### src/rtl/if_fetch_unit.sv
// MIPS IF stage with the IF/ID register: PC, imem request/ready handshake, one-word skid buffer, redirect squash.
// Build option IF_DELAY_SLOT_EN: branch delay slot (slot word kept, redirect target deferred until it is accepted).
module if_fetch_unit #(
  parameter logic [31:0] RESET_PC = 32'h0000_0000,
  parameter logic [31:0] NOP_WORD = 32'h0000_0000
) (
  input  logic        clk,
  input  logic        reset,
  input  logic [1:0]  PC_src,
  input  logic [31:0] Branch_target,
  input  logic [31:0] Jr_target,
  input  logic        ID_stall,
  output logic        imem_req,
  output logic [31:0] imem_addr,
  input  logic        imem_ready,
  input  logic [31:0] imem_rdata,
  output logic [31:0] ID_instruction,
  output logic [31:0] ID_PC_plus4,
  output logic        ID_valid
);

  // state | meaning
  // FETCH | request outstanding at pc_q
  // HOLD  | returned word parked in skid_q while ID stalls, no request
  // DRAIN | squashed request still outstanding at stale_q, its reply is dropped
  localparam logic [1:0] S_FETCH = 2'd0;
  localparam logic [1:0] S_HOLD  = 2'd1;
  localparam logic [1:0] S_DRAIN = 2'd2;

  logic [1:0]  state_q, state_d;
  logic [31:0] pc_q, pc_d;
  logic [31:0] skid_q, skid_d;
  logic [31:0] stale_q, stale_d;
  logic [31:0] instr_q, instr_d;
  logic [31:0] pc4_q, pc4_d;
  logic        valid_q, valid_d;

  logic        redirect;
  logic        squash;
  logic [31:0] target;
  logic [31:0] pc_plus4;
  logic [31:0] accept_pc;

  assign pc_plus4 = pc_q + 32'd4;
  assign redirect = valid_q && !ID_stall && (PC_src != 2'b00);

  always_comb begin
    case (PC_src)
      2'b01:   target = Branch_target;
      2'b10:   target = {pc4_q[31:28], instr_q[25:0], 2'b00};
      default: target = Jr_target;
    endcase
  end

`ifdef IF_DELAY_SLOT_EN
  logic        pend_q, pend_d;
  logic [31:0] pend_pc_q, pend_pc_d;
  logic        accepting;

  assign squash    = 1'b0;
  assign accept_pc = redirect ? target : (pend_q ? pend_pc_q : pc_plus4);
  assign accepting = !ID_stall && ((state_q == S_HOLD) || ((state_q == S_FETCH) && imem_ready));

  // The slot word may arrive after the branch leaves ID, so the target waits here.
  always_comb begin
    pend_d    = pend_q;
    pend_pc_d = pend_pc_q;
    if (accepting) begin
      pend_d = 1'b0;
    end else if (redirect) begin
      pend_d    = 1'b1;
      pend_pc_d = target;
    end
  end

  always_ff @(posedge clk) begin
    if (!reset) begin
      pend_q    <= 1'b0;
      pend_pc_q <= 32'h0;
    end else begin
      pend_q    <= pend_d;
      pend_pc_q <= pend_pc_d;
    end
  end
`else
  assign squash    = redirect;
  assign accept_pc = pc_plus4;
`endif

  always_comb begin
    state_d = state_q;
    pc_d    = pc_q;
    skid_d  = skid_q;
    stale_d = stale_q;
    instr_d = instr_q;
    pc4_d   = pc4_q;
    valid_d = valid_q;
    case (state_q)
      S_FETCH: begin
        if (squash) begin
          pc_d    = target;
          instr_d = NOP_WORD;
          valid_d = 1'b0;
          if (!imem_ready) begin
            stale_d = pc_q;
            state_d = S_DRAIN;
          end
        end else if (imem_ready && ID_stall) begin
          skid_d  = imem_rdata;
          state_d = S_HOLD;
        end else if (imem_ready) begin
          instr_d = imem_rdata;
          pc4_d   = pc_plus4;
          valid_d = 1'b1;
          pc_d    = accept_pc;
        end else if (!ID_stall) begin
          instr_d = NOP_WORD;
          valid_d = 1'b0;
        end
      end
      S_HOLD: begin
        if (!ID_stall) begin
          state_d = S_FETCH;
          if (squash) begin
            pc_d    = target;
            instr_d = NOP_WORD;
            valid_d = 1'b0;
          end else begin
            instr_d = skid_q;
            pc4_d   = pc_plus4;
            valid_d = 1'b1;
            pc_d    = accept_pc;
          end
        end
      end
      S_DRAIN: begin
        if (imem_ready) state_d = S_FETCH;
      end
      default: state_d = S_FETCH;
    endcase
  end

  always_ff @(posedge clk) begin
    if (!reset) begin
      state_q <= S_FETCH;
      pc_q    <= RESET_PC;
      skid_q  <= NOP_WORD;
      stale_q <= RESET_PC;
      instr_q <= NOP_WORD;
      pc4_q   <= 32'h0;
      valid_q <= 1'b0;
    end else begin
      state_q <= state_d;
      pc_q    <= pc_d;
      skid_q  <= skid_d;
      stale_q <= stale_d;
      instr_q <= instr_d;
      pc4_q   <= pc4_d;
      valid_q <= valid_d;
    end
  end

  assign imem_req       = (state_q != S_HOLD);
  assign imem_addr      = (state_q == S_DRAIN) ? stale_q : pc_q;
  assign ID_instruction = instr_q;
  assign ID_PC_plus4    = pc4_q;
  assign ID_valid       = valid_q;

endmodule

### config.mk
export PLATFORM = sky130hd
export DESIGN_NAME = if_fetch_unit
export DESIGN_NICKNAME = d
export VERILOG_FILES = /design/src/rtl/if_fetch_unit.sv
export SDC_FILE = /design/constraint.sdc
export NUM_CORES = 1
export LEC_CHECK = 0
export ABC_CLOCK_PERIOD_IN_PS = 2300
export BUFFER_PORTS_ARGS = -buffer_cell sky130_fd_sc_hd__buf_2
export CAP_MARGIN = 20
export CORE_MARGIN = 2
export CORE_UTILIZATION = 40
export CTS_CLUSTER_DIAMETER = 60
export CTS_CLUSTER_SIZE = 8
export DETAILED_ROUTE_END_ITERATION = 12
export GPL_TIMING_DRIVEN = 0
export PLACE_DENSITY = 0.65
export SYNTH_ARGS = -nofsm -noshare
export SYNTH_HDL_FRONTEND = slang
export SYNTH_SLANG_ARGS = --single-unit
### constraint.sdc
create_clock -name clk -period 2.3 [get_ports clk]
set_clock_uncertainty 0.05 [all_clocks]
set_input_delay 0.345 -clock clk [delete_from_list [all_inputs] [get_ports clk]]
set_output_delay 0.345 -clock clk [all_outputs]
set_load 0.005 [all_outputs]
==> run metrics <==
Die Y 146 µm; Post-Synth XOR/XNOR Area 0.0305; via/cell ratio 5.58; Chip Width 146 µm; met2 Use GR 0.443; largest family of logic cells by synthesized area compound AO/OA/AOI/OAI gates; f_max about 450 MHz; Mean Syn Cell Area 7.98 µm²; Routability Congestion 0.946; Ports 200; min Tclk post-route around 2200 ps; Clock Latency Late Sink 440 ps; crit-path cells nand2b_4 -> clkbuf_4 -> mux2_2 -> buf_2; Slew headroom 0.534; Reg power frac 0.442; power per cell area between 600 and 700 nW/µm²; Comb pwr share 0.143; CP endpoint kind output port; Die Area between 20000 and 25000 µm²; TritonCTS Sinks 163; RSZ-0062 raised after global routing false; Row Count 51; cts bufs inserted 17; P&R area growth vs syn 24.8%; CTS Hold Buffers Added 0; Core Footprint 19600 µm²; Layout fillers 1971; largest net degree at the start of global routing 17; Post-synth EDFFs 0; Clk pwr share 0.416; Max Slew Vio Count 0; WHS Endpoint skid_q[24]$_SDFFE_PN0P_; adder-cell share of the synthesized area 0.00623; worst slew pin tran 699 ps; Hold Path Depth 3; share of cells above drive strength 1 0.266; most frequent cell after synthesis nand2_1; Final Cycle Share 0.956; Max Root-Sink Buffers 2; via count of the first global-routing pass 7938; IO Port Bufs 198; share of the synthesized area in the top cell type 0.406; worst-path fanout max 10; post-synth cell types 64; initial antenna violation count 6; Setup crit start kind flop; synth top area cells dfxtp_1 (41%), nand2_1 (7.9%), a21oi_1 (7.6%); Nets ~1300; DR iter-0 viols 593; Reg2Reg Capture Point pc_q[22]$_SDFFE_PN0P_; async set-or-reset flop fraction in the synthesized netlist 0; Arr. time, crit path 1800 ps; post-synthesis mux area share 0.0461; met1 Track Usage GR 0.360; internal power about 5.0 mW; r2r worst-path depth 7; FF+latch count, synth 163; min-delay worst type input port to flop; Finished Core Util 0.512; Pre-antenna DRT Iters 6; Hold WS 105 ps; routed len/inst 19.5 µm; sequential area share after synthesis 0.406; CP max stage delay 390 ps; post-route DRC violation count 0; WS Path Type flop to output port; final wirelength 29.3 mm; P_leak ~4.0 nW; Net Sw Frac 0.282; register clock-pin slew on the reported worst setup and hold paths 70 ps; CTS tree built; simple-gate portion of the synthesized area 0.225; Mapped Nets ~1100; synthesized area 8030 µm²; CP required 1900 ps; list of most frequent post-synthesis cells nand2_1 (168), dfxtp_1 (163), a21oi_1 (122); hold path start imem_rdata[24]; Synth Area in Compound Gates 0.230; met3 GRT Util 0.0592; initial core utilization 0.410; detailed placement HPWL 22.0 mm; max-cap violations 0; Antenna Violating Nets Remaining 0; CTS root buf clkbuf_16; slowest CP cell dfxtp_2; Switching Power 1.96 mW; H-tree depth 4; GRT Util Overall 0.270; via count 8385; first-pass GRT wire length 45.5 mm; status finished clean; Setup-failing EPs final 0; Most used DFF post-synth dfxtp_1; Synth area leader dfxtp_1; Synthesis Warnings 0; endpoints failing hold 0; RR Startpoint pc_q[2]$_SDFFE_PN0P_; Final Power ~6.9 mW; GRT overflow 0; Worst VDD drop 0.563 mV; peak-usage layer in the global routing report met2; reg-to-reg setup timing slack 100 ps; cell count after synthesis 1006
-- worst max-delay path by stage --
stage	startpoint	to	slack [ps]	cells after the start
CTS	ID_valid$_SDFFE_PN0P_	pc_q[20]$_SDFFE_PN0P_	10	6
global route	state_q[1]$_SDFFE_PN0P_	ID_PC_plus4[28]$_SDFFE_PN0P_	20	5
detailed placement	PC_src[0]	stale_q[29]$_SDFFE_PN0P_	-360	9
floorplan	PC_src[0]	ID_instruction[0]$_SDFFE_PN0P_	300	9
finish	state_q[0]$_SDFFE_PN0P_	imem_addr[3]	100	4
global placement	PC_src[0]	pc_q[20]$_SDFFE_PN0P_	-370	9
-- routing by layer --
layer / vias up / wire, µm
met5: - / 38
met4: 6 / 646
met3: 54 / 2430
met2: 385 / 13700
met1: 3907 / 12500
li1: 4033 / -
-- metrics by stage --
step	instance area (µm²)	setup WS (ps)	TNS [ps]	instances
5_1_grt	10000	22.3	0	1502
6_report	10000	100	0	1503
2_1_floorplan	8030	295	0	1006
3_5_place_dp	9350	-362	-25090	1469
4_1_cts	9980	11.8	0	1500
3_3_place_gp	9350	-370	-23930	1469
-- critical path: cells and delay by family, from the launching register on --
| kind | cells | cell delay (ps) |
|---|---|---|
| simple gates | 1 | 210 |
| flops | 1 | 390 |
| mux | 1 | 380 |
| buf+inv | 2 | 390 |
-- cell type report --
type | count | area (µm²) | area share
Clock inverter | 12 | 133 | 0.0132
Tap cell | 265 | 332 | 0.0331
Sequential cell | 163 | 3260 | 0.326
Buffer | 97 | 427 | 0.0426
Timing Repair Buffer | 199 | 998 | 0.0996
Multi-Input combinational cell | 736 | 4380 | 0.437
Clock buffer | 19 | 453 | 0.0452
Antenna cell | 3 | 7.51 | 0.000749
Inverter | 9 | 33.8 | 0.00337
-- layout by cell type (no fill, tap or decap), types with 5 or more instances in the layout --
cell type  instances
a31oi_1            9
buf_2            222
clkbuf_16         17
and3_1             6
o21ai_0           33
xor2_1            15
clkbuf_2           8
xnor2_1           13
inv_1              7
mux2_2            32
nor3_1            39
nand2_1          168
a221oi_1          32
a21oi_1          122
nand3_1           13
nand4_1           17
clkbuf_1          59
o211ai_1          10
o31a_1             5
dfxtp_1          162
nor2_1            89
a211oi_1          20
a22oi_1           38
-- flip-flops by register name, indices dropped and copies added (netlist names) --
register / flops
pc_q: 32
ID_valid: 1
ID_PC_plus4: 32
ID_instruction: 32
state_q: 2
skid_q: 32
stale_q: 32
-- cells by family after synthesis --
logic type,Yosys count
AO/OA/AOI/OAI,293
XOR/XNOR,28
adder cells (fa/ha/maj),4
buffers and inverters,107
flip-flops,163
multiplexers,33
AND/OR/NAND/NOR,378
-- repair_timing --
action / in CTS / in global routing
gates resized for setup: 11 / 19
pin swaps: 1 / 0
hold endpoints to repair: 0 / 0
setup buffers: 1 / 0
setup endpoints to repair: 64 / 58
-- power by group through the flow --
stage                     Clock [mW]  Sequential (mW)  Combinational [mW]
after global placement             0             3.12               0.959
final                           2.89             3.07               0.990
after floorplan                    0             3.11               0.536
after global routing            3.01             3.08                1.08
after detailed placement           0             3.13               0.967
after CTS                       2.89             3.06               0.974
Power figures use the tool's default switching activity.
